===== config.mk =====
export PLATFORM = sky130hd
export DESIGN_NAME = pattern_compare_flat
export DESIGN_NICKNAME = d
export VERILOG_FILES = /design/src/rtl/pattern_compare_if.sv /design/src/rtl/pattern_compare.sv /design/src/flat_wrapper.sv
export SDC_FILE = /design/constraint.sdc
export NUM_CORES = 1
export LEC_CHECK = 0
export BUFFER_PORTS_ARGS = -buffer_cell sky130_fd_sc_hd__buf_2
export CORE_MARGIN = 3
export CORE_UTILIZATION = 30
export DETAILED_ROUTE_END_ITERATION = 7
export GPL_TIMING_DRIVEN = 0
export PLACE_DENSITY = 0.51
export SLEW_MARGIN = 20
export SYNTH_ARGS = -nofsm -noshare
export SYNTH_HDL_FRONTEND = slang
export SYNTH_SLANG_ARGS = --single-unit

===== constraint.sdc =====
create_clock -name clock -period 2.4 [get_ports clock]
set_input_delay 0 -clock clock [delete_from_list [all_inputs] [get_ports clock]]
set_output_delay 0 -clock clock [all_outputs]
set_load 0.005 [all_outputs]

===== src/rtl/pattern_compare_if.sv =====
// Bus bundle between the pattern-match FSM, the compare stage
// and the pattern memory.
interface pattern_compare_if #(
  parameter int ADDR_WIDTH = 9,
  parameter int DATA_WIDTH = 8
) ();
  logic                  inc_flag;
  logic                  load_pattern;
  logic [DATA_WIDTH-1:0] pattern_in;
  logic [DATA_WIDTH-1:0] mask_in;
  logic [ADDR_WIDTH-1:0] mem_addr;
  logic                  mem_rd;
  logic [DATA_WIDTH-1:0] mem_data;
  logic [ADDR_WIDTH-1:0] match_address;
  logic                  match_found;
  logic                  done_flag;

  modport master (
    output inc_flag, load_pattern, pattern_in, mask_in, mem_data,
    input  mem_addr, mem_rd, match_address, match_found, done_flag
  );

  modport slave (
    input  inc_flag, load_pattern, pattern_in, mask_in, mem_data,
    output mem_addr, mem_rd, match_address, match_found, done_flag
  );
endinterface


===== src/rtl/pattern_compare.sv =====
// Masked pattern scan over the pattern memory; reports the first
// matching address and a done flag to the pattern-match FSM.
module pattern_compare #(
  parameter int ADDR_WIDTH = 9,
  parameter int DATA_WIDTH = 8,
  parameter int MEM_DEPTH  = 512
) (
  input  logic               clock,
  input  logic               reset,
  pattern_compare_if.slave   bus
);
  typedef enum logic [1:0] {
    IDLE = 2'd0,
    READ = 2'd1,
    WAIT = 2'd2,
    DONE = 2'd3
  } state_t;

  localparam logic [ADDR_WIDTH-1:0] LAST =
    ADDR_WIDTH'(MEM_DEPTH - 1);

  state_t state_q, state_d;

  logic [ADDR_WIDTH-1:0] addr_q, addr_d;
  logic [DATA_WIDTH-1:0] pat_q, pat_d;
  logic [DATA_WIDTH-1:0] mask_q, mask_d;
  logic [ADDR_WIDTH-1:0] res_addr_q, res_addr_d;
  logic                  res_hit_q, res_hit_d;

  logic [ADDR_WIDTH-1:0] mem_addr_q, mem_addr_d;
  logic                  mem_rd_q, mem_rd_d;
  logic [ADDR_WIDTH-1:0] match_addr_q, match_addr_d;
  logic                  match_found_q, match_found_d;
  logic                  done_q, done_d;

  logic hit;
  logic last;

  assign hit  = ((bus.mem_data ^ pat_q) & mask_q) == '0;
  assign last = addr_q == LAST;

  always_ff @(posedge clock or posedge reset) begin
    if (reset) begin
      state_q       <= IDLE;
      addr_q        <= '0;
      pat_q         <= '0;
      mask_q        <= '0;
      res_addr_q    <= '0;
      res_hit_q     <= 1'b0;
      mem_addr_q    <= '0;
      mem_rd_q      <= 1'b0;
      match_addr_q  <= '0;
      match_found_q <= 1'b0;
      done_q        <= 1'b0;
    end else begin
      state_q       <= state_d;
      addr_q        <= addr_d;
      pat_q         <= pat_d;
      mask_q        <= mask_d;
      res_addr_q    <= res_addr_d;
      res_hit_q     <= res_hit_d;
      mem_addr_q    <= mem_addr_d;
      mem_rd_q      <= mem_rd_d;
      match_addr_q  <= match_addr_d;
      match_found_q <= match_found_d;
      done_q        <= done_d;
    end
  end

  always_comb begin
    state_d    = state_q;
    addr_d     = addr_q;
    pat_d      = pat_q;
    mask_d     = mask_q;
    res_addr_d = res_addr_q;
    res_hit_d  = res_hit_q;
    if (bus.load_pattern &&
        (state_q == IDLE || state_q == DONE)) begin
      pat_d  = bus.pattern_in;
      mask_d = bus.mask_in;
    end
    unique case (state_q)
      IDLE: begin
        if (bus.inc_flag) begin
          addr_d  = '0;
          state_d = READ;
        end
      end
      READ: state_d = WAIT;
      WAIT: begin
        unique case (1'b1)
          !bus.inc_flag: state_d = IDLE;
          hit || last: begin
            res_addr_d = addr_q;
            res_hit_d  = hit;
            state_d    = DONE;
          end
          default: begin
            addr_d  = addr_q + ADDR_WIDTH'(1);
            state_d = READ;
          end
        endcase
      end
      DONE: begin
        if (!bus.inc_flag) state_d = IDLE;
      end
      default: state_d = IDLE;
    endcase
  end

  // Results publish one edge after entering DONE; done then
  // drops on the first edge that sees inc_flag low.
  always_comb begin
    mem_addr_d    = mem_addr_q;
    mem_rd_d      = state_q == READ;
    match_addr_d  = match_addr_q;
    match_found_d = match_found_q;
    done_d        = (state_q == DONE) &&
                    (bus.inc_flag || !done_q);
    unique case (state_q)
      IDLE: begin
        if (bus.inc_flag) begin
          match_addr_d  = '0;
          match_found_d = 1'b0;
        end
      end
      READ: mem_addr_d = addr_q;
      DONE: begin
        if (!done_q) begin
          match_addr_d  = res_addr_q;
          match_found_d = res_hit_q;
        end
      end
      default: ;
    endcase
  end

  assign bus.mem_addr      = mem_addr_q;
  assign bus.mem_rd        = mem_rd_q;
  assign bus.match_address = match_addr_q;
  assign bus.match_found   = match_found_q;
  assign bus.done_flag     = done_q;
endmodule


===== src/flat_wrapper.sv =====
// flat-port wrapper written by rule: the top's interface ports become plain ports
module pattern_compare_flat 
#(
  parameter int ADDR_WIDTH = 9,
  parameter int DATA_WIDTH = 8,
  parameter int MEM_DEPTH  = 512
)
  (clock, reset, bus_inc_flag, bus_load_pattern, bus_pattern_in, bus_mask_in, bus_mem_data, bus_mem_addr, bus_mem_rd, bus_match_address, bus_match_found, bus_done_flag);
  pattern_compare_if #(.ADDR_WIDTH(ADDR_WIDTH), .DATA_WIDTH(DATA_WIDTH)) bus_i ();
  input  logic clock;
  input  logic reset;
  input wire logic [$bits(bus_i.inc_flag)-1:0] bus_inc_flag;
  input wire logic [$bits(bus_i.load_pattern)-1:0] bus_load_pattern;
  input wire logic [$bits(bus_i.pattern_in)-1:0] bus_pattern_in;
  input wire logic [$bits(bus_i.mask_in)-1:0] bus_mask_in;
  input wire logic [$bits(bus_i.mem_data)-1:0] bus_mem_data;
  output wire logic [$bits(bus_i.mem_addr)-1:0] bus_mem_addr;
  output wire logic [$bits(bus_i.mem_rd)-1:0] bus_mem_rd;
  output wire logic [$bits(bus_i.match_address)-1:0] bus_match_address;
  output wire logic [$bits(bus_i.match_found)-1:0] bus_match_found;
  output wire logic [$bits(bus_i.done_flag)-1:0] bus_done_flag;
  assign bus_i.inc_flag = bus_inc_flag;
  assign bus_i.load_pattern = bus_load_pattern;
  assign bus_i.pattern_in = bus_pattern_in;
  assign bus_i.mask_in = bus_mask_in;
  assign bus_i.mem_data = bus_mem_data;
  assign bus_mem_addr = bus_i.mem_addr;
  assign bus_mem_rd = bus_i.mem_rd;
  assign bus_match_address = bus_i.match_address;
  assign bus_match_found = bus_i.match_found;
  assign bus_done_flag = bus_i.done_flag;
  pattern_compare #(.ADDR_WIDTH(ADDR_WIDTH), .DATA_WIDTH(DATA_WIDTH), .MEM_DEPTH(MEM_DEPTH)) u_core (.clock(clock), .reset(reset), .bus(bus_i));
endmodule

==> summary.md <==
| Metric | Value |
|---|---|
| Crit path max-delay family | `simple AND/OR/NAND/NOR gates` |
| Final Setup Violations | `0` |
| CTS Buffer Depth | `2` |
| Slew Limit Headroom | `0.615` |
| Fmax | `464 MHz` |
| Core footprint | `around 0.0083 mm^2` |
| First-pass GRT wire length | `9580 um` |
| R2R depth | `9` |
| Most used DFF post-synth | `dfrtp_1` |
| Worst-Margin Slew | `0.573 ns` |
| Clock share of power | `0.285` |
| CTS tree | `built` |
| Crit path to | `u_core.addr_q[6]$_DFFE_PP0P_` |
| Mapped Cells | `218` |
| Arr. time, crit path | `2.41 ns` |
| GPL Wtd Cong | `0.718` |
| Cell area power density | `between 1000 and 1500 mW/mm^2` |
| Worst Setup End Kind | `flip-flop` |
| 1st-iter DRT viols | `67` |
| Async set-or-reset flop fraction in the synthesized netlist | `1.00` |
| Vias | `1879` |
| Total CTS buffers | `9` |
| Synth cell count leaders | `dfrtp_1 (58), mux2_2 (34), o21ai_0 (18), inv_1 (15), nand3_1 (13)` |
| EDFF count, synth | `0` |
| Clock latency on the worst-skew pair | `0.34 ns` |
| Met1 Wirelength | `2370 um` |
| Min cycle time layout | `2.16 ns` |
| Highest metal used | `met4` |
| Status | `finished, final reports clean` |
| Final WS setup | `0.243 ns` |
| Worst hold path class | `in -> reg` |
| Int Pwr | `0.00258 W` |
| Diode count | `0` |
| Flops & latches, synth | `58` |
| Sw Share | `0.325` |
| Share of layout cells above drive strength 1 | `0.367` |
| WP depth | `9` |
| Avg WL per Cell | `around 13 um` |
| Rows | `33` |
| Sequential power share | `0.392` |
| Synthesized area per cell | `11.9 um^2` |
| Synth area leader | `dfrtp_1` |
| CP Launch Type | `flip-flop` |
| Routed wl met3 | `337 um` |
| Die Y | `99.0 um` |
| Clock skew | `0.00861 ns` |
| DRT Wirelength | `5380 um` |
| Max VDD drop | `about 520 uV` |
| Drt pass-1 iters | `4` |
| Slowest stage delay, CP | `roughly 0.46 ns` |
| Routed met2 length | `around 2600 um` |
| DP Area | `0.00300 mm^2` |
| Psw | `0.00124 W` |
| WP data required | `roughly 2.7 ns` |
| CP max stage cell | `dfrtp_1` |
| Critical path class | `reg -> reg` |
| Top Ports | `49` |
| Clk sinks | `58` |
| Power, Total | `0.00382 W` |
| Syn_nets | `252` |
| Post-Syn Area | `between 0.002 and 0.003 mm^2` |
| Port Buffers | `48` |
| Most common cell in the netlist | `dfrtp_1` |
| Vias/cell | `~4.6` |
| Unrepaired setup endpoints after global routing | `no` |
| Residual DRC count | `0` |
| Buf+Inv Stages, Crit Path | `0` |
| Max-cap violation count | `0` |
| Layout Nets | `329` |
| Fin area | `0.00341 mm^2` |
| Reg2reg end | `u_core.addr_q[6]$_DFFE_PP0P_` |
| Fillers | `between 800 and 900` |
| Worst path cell trace | `ha_1 > nand3_1 > nor2_1 > ha_1 > nand2b_1 > o21ai_0 > nand4_1 > or4_1 > o21ai_0` |
| GRT overflow | `0` |
| Hold slack | `0.0277 ns` |
| Ys Warns | `0` |
| Reg2reg setup slack | `0.24 ns` |
| Vias in the first global route | `around 2000` |
| Reg-to-Reg Start | `u_core.addr_q[0]$_DFFE_PP0P_` |
| Yosys top cell area share | `0.559` |
| Final Cycle Share | `0.899` |
| Comb power frac | `0.322` |
| Root buffer cell | `clkbuf_8` |
| Leakage Power | `about 1.6 nW` |
| Final ANT Viol Nets | `0` |
| Antenna violations before repair | `0` |
| P&R area growth vs syn | `31.3%` |
| CTS H-tree lvls | `3` |
| Die extent in x | `between 90 and 100 um` |
| Worst-path clk slew | `0.07 ns` |
| Launch point of the worst path | `u_core.addr_q[0]$_DFFE_PP0P_` |
| Total Die Area | `0.00980 mm^2` |
| Pin count of the biggest net entering global routing | `between 40 and 50` |
| Post-DP HPWL | `around 4000 um` |
| Unique masters post-synth | `36` |
| Total negative slack | `0 ns` |
| Max-slew violations | `0` |
| Final hold viol count | `0` |
| CP Max Fanout | `7` |
| Main area contributors after synthesis | `dfrtp_1 (56%), mux2_2 (15%), o21ai_0 (3.5%)` |
| Seq/Total Area, Yosys | `0.559` |
| Worst slack, placed | `0.252 ns` |
| GRT Total Usage | `0.124` |
| Starting Density | `0.313` |
==> area by class of cell <==
| cell class | count | area [um^2] | area share |
|---|---|---|---|
| multi-input cells | 136 | 1040 | 0.304 |
| plain buffers | 9 | 51.3 | 0.0151 |
| clock inverters | 7 | 118 | 0.0345 |
| clock buffers | 9 | 124 | 0.0363 |
| well taps | 105 | 131 | 0.0385 |
| repair buffers | 66 | 438 | 0.128 |
| flip-flops and latches | 58 | 1450 | 0.426 |
| inverters | 15 | 58.8 | 0.0173 |
==> worst register-to-register path: cells and delay by family, from the launching register on <==
family | cells | cell delay, ns
AO/OA/AOI/OAI | 2 | 0.25
AND/OR/NAND/NOR | 5 | 0.87
flip-flops | 1 | 0.46
adder cells (fa/ha/maj) | 2 | 0.50
==> logic make-up after synthesis <==
family,synth area share
AO/OA/AOI/OAI,0.0974
AND/OR/NAND/NOR,0.0984
buffers and inverters,0.0415
XOR/XNOR,0.0270
adder cells (fa/ha/maj),0.0289
multiplexers,0.148
flip-flops,0.559
==> placed cells by master (no fill, tap or decap), types with 2 or more instances in the layout <==
cell type / synthesis / layout
nand2_1: 9 / 9
ha_1: 6 / 6
dfrtp_1: 58 / 58
clkinvlp_4: 0 / 3
nand3_1: 13 / 13
or3_2: 2 / 2
or4_1: 2 / 2
nand2b_1: 2 / 2
mux2_2: 34 / 34
clkbuf_1: 5 / 5
o21ai_0: 18 / 18
a22oi_1: 3 / 3
buf_6: 2 / 2
a21oi_1: 7 / 7
dlygate4sd3_1: 0 / 17
or3_1: 3 / 3
buf_2: 1 / 49
nand4_1: 2 / 2
nor2_1: 7 / 7
a31oi_1: 2 / 2
clkbuf_8: 0 / 9
inv_1: 15 / 14
bufinv_16: 0 / 3
a32o_1: 2 / 2
nor3_1: 2 / 2
nor2b_1: 2 / 2
xor2_1: 8 / 8
==> power groups by stage <==
stage	logic (W)	clock network [W]	registers, W
5_1_grt	0.00140	0.00118	0.00154
3_5_place_dp	0.00124	0	0.00152
2_1_floorplan	0.000907	0	0.00147
4_1_cts	0.00127	0.00112	0.00150
6_report	0.00123	0.00109	0.00150
3_3_place_gp	0.00122	0	0.00151
==> worst min-delay path by stage <==
| stage | end | slack (ns) | depth (start not counted) | start |
|---|---|---|---|---|
| 2_1_floorplan | u_core.mask_q[0]$_DFFE_PP0P_ | 0.15 | 1 | bus_mask_in[0] |
| 3_5_place_dp | u_core.pat_q[7]$_DFFE_PP0P_ | -0.06 | 2 | reset |
| 3_3_place_gp | u_core.mask_q[1]$_DFFE_PP0P_ | 0.23 | 2 | bus_mask_in[1] |
| 6_report | u_core.state_q[0]$_DFFE_PP0P_ | 0.03 | 3 | bus_inc_flag |
| 4_1_cts | u_core.state_q[0]$_DFFE_PP0P_ | 0.01 | 3 | bus_inc_flag |
| 5_1_grt | u_core.state_q[0]$_DFFE_PP0P_ | 0.05 | 3 | bus_inc_flag |
==> metal layers <==
metal	vias up	global-route usage
met3	7	0.0531
met1	900	0.147
li1	924	-
met5	-	0
met4	0	0.0441
met2	48	0.202
==> metrics by stage <==
stage	util	std cells
2_1_floorplan	-	218
3_3_place_gp	0.357	371
4_1_cts	0.411	405
6_report	0.411	405
3_5_place_dp	0.361	372
5_1_grt	0.411	405
==> flip-flops by register name (all words and copies together), names as in the netlist <==
name / flops
u_core.bus.match_found: 1
u_core.bus.match_address: 9
u_core.pat_q: 8
u_core.bus.mem_rd: 1
u_core.mask_q: 8
u_core.bus.done_flag: 1
u_core.addr_q: 9
u_core.bus.mem_addr: 9
u_core.res_addr_q: 9
u_core.res_hit_q: 1
u_core.state_q: 2
==> repair_timing <==
item | CTS | global route
hold endpoints to repair | 74 | 0
hold buffers | 17 | 0
buffers inserted | 0 | 0
resized for setup | 0 | 0
(Power assumes the default switching activity.)
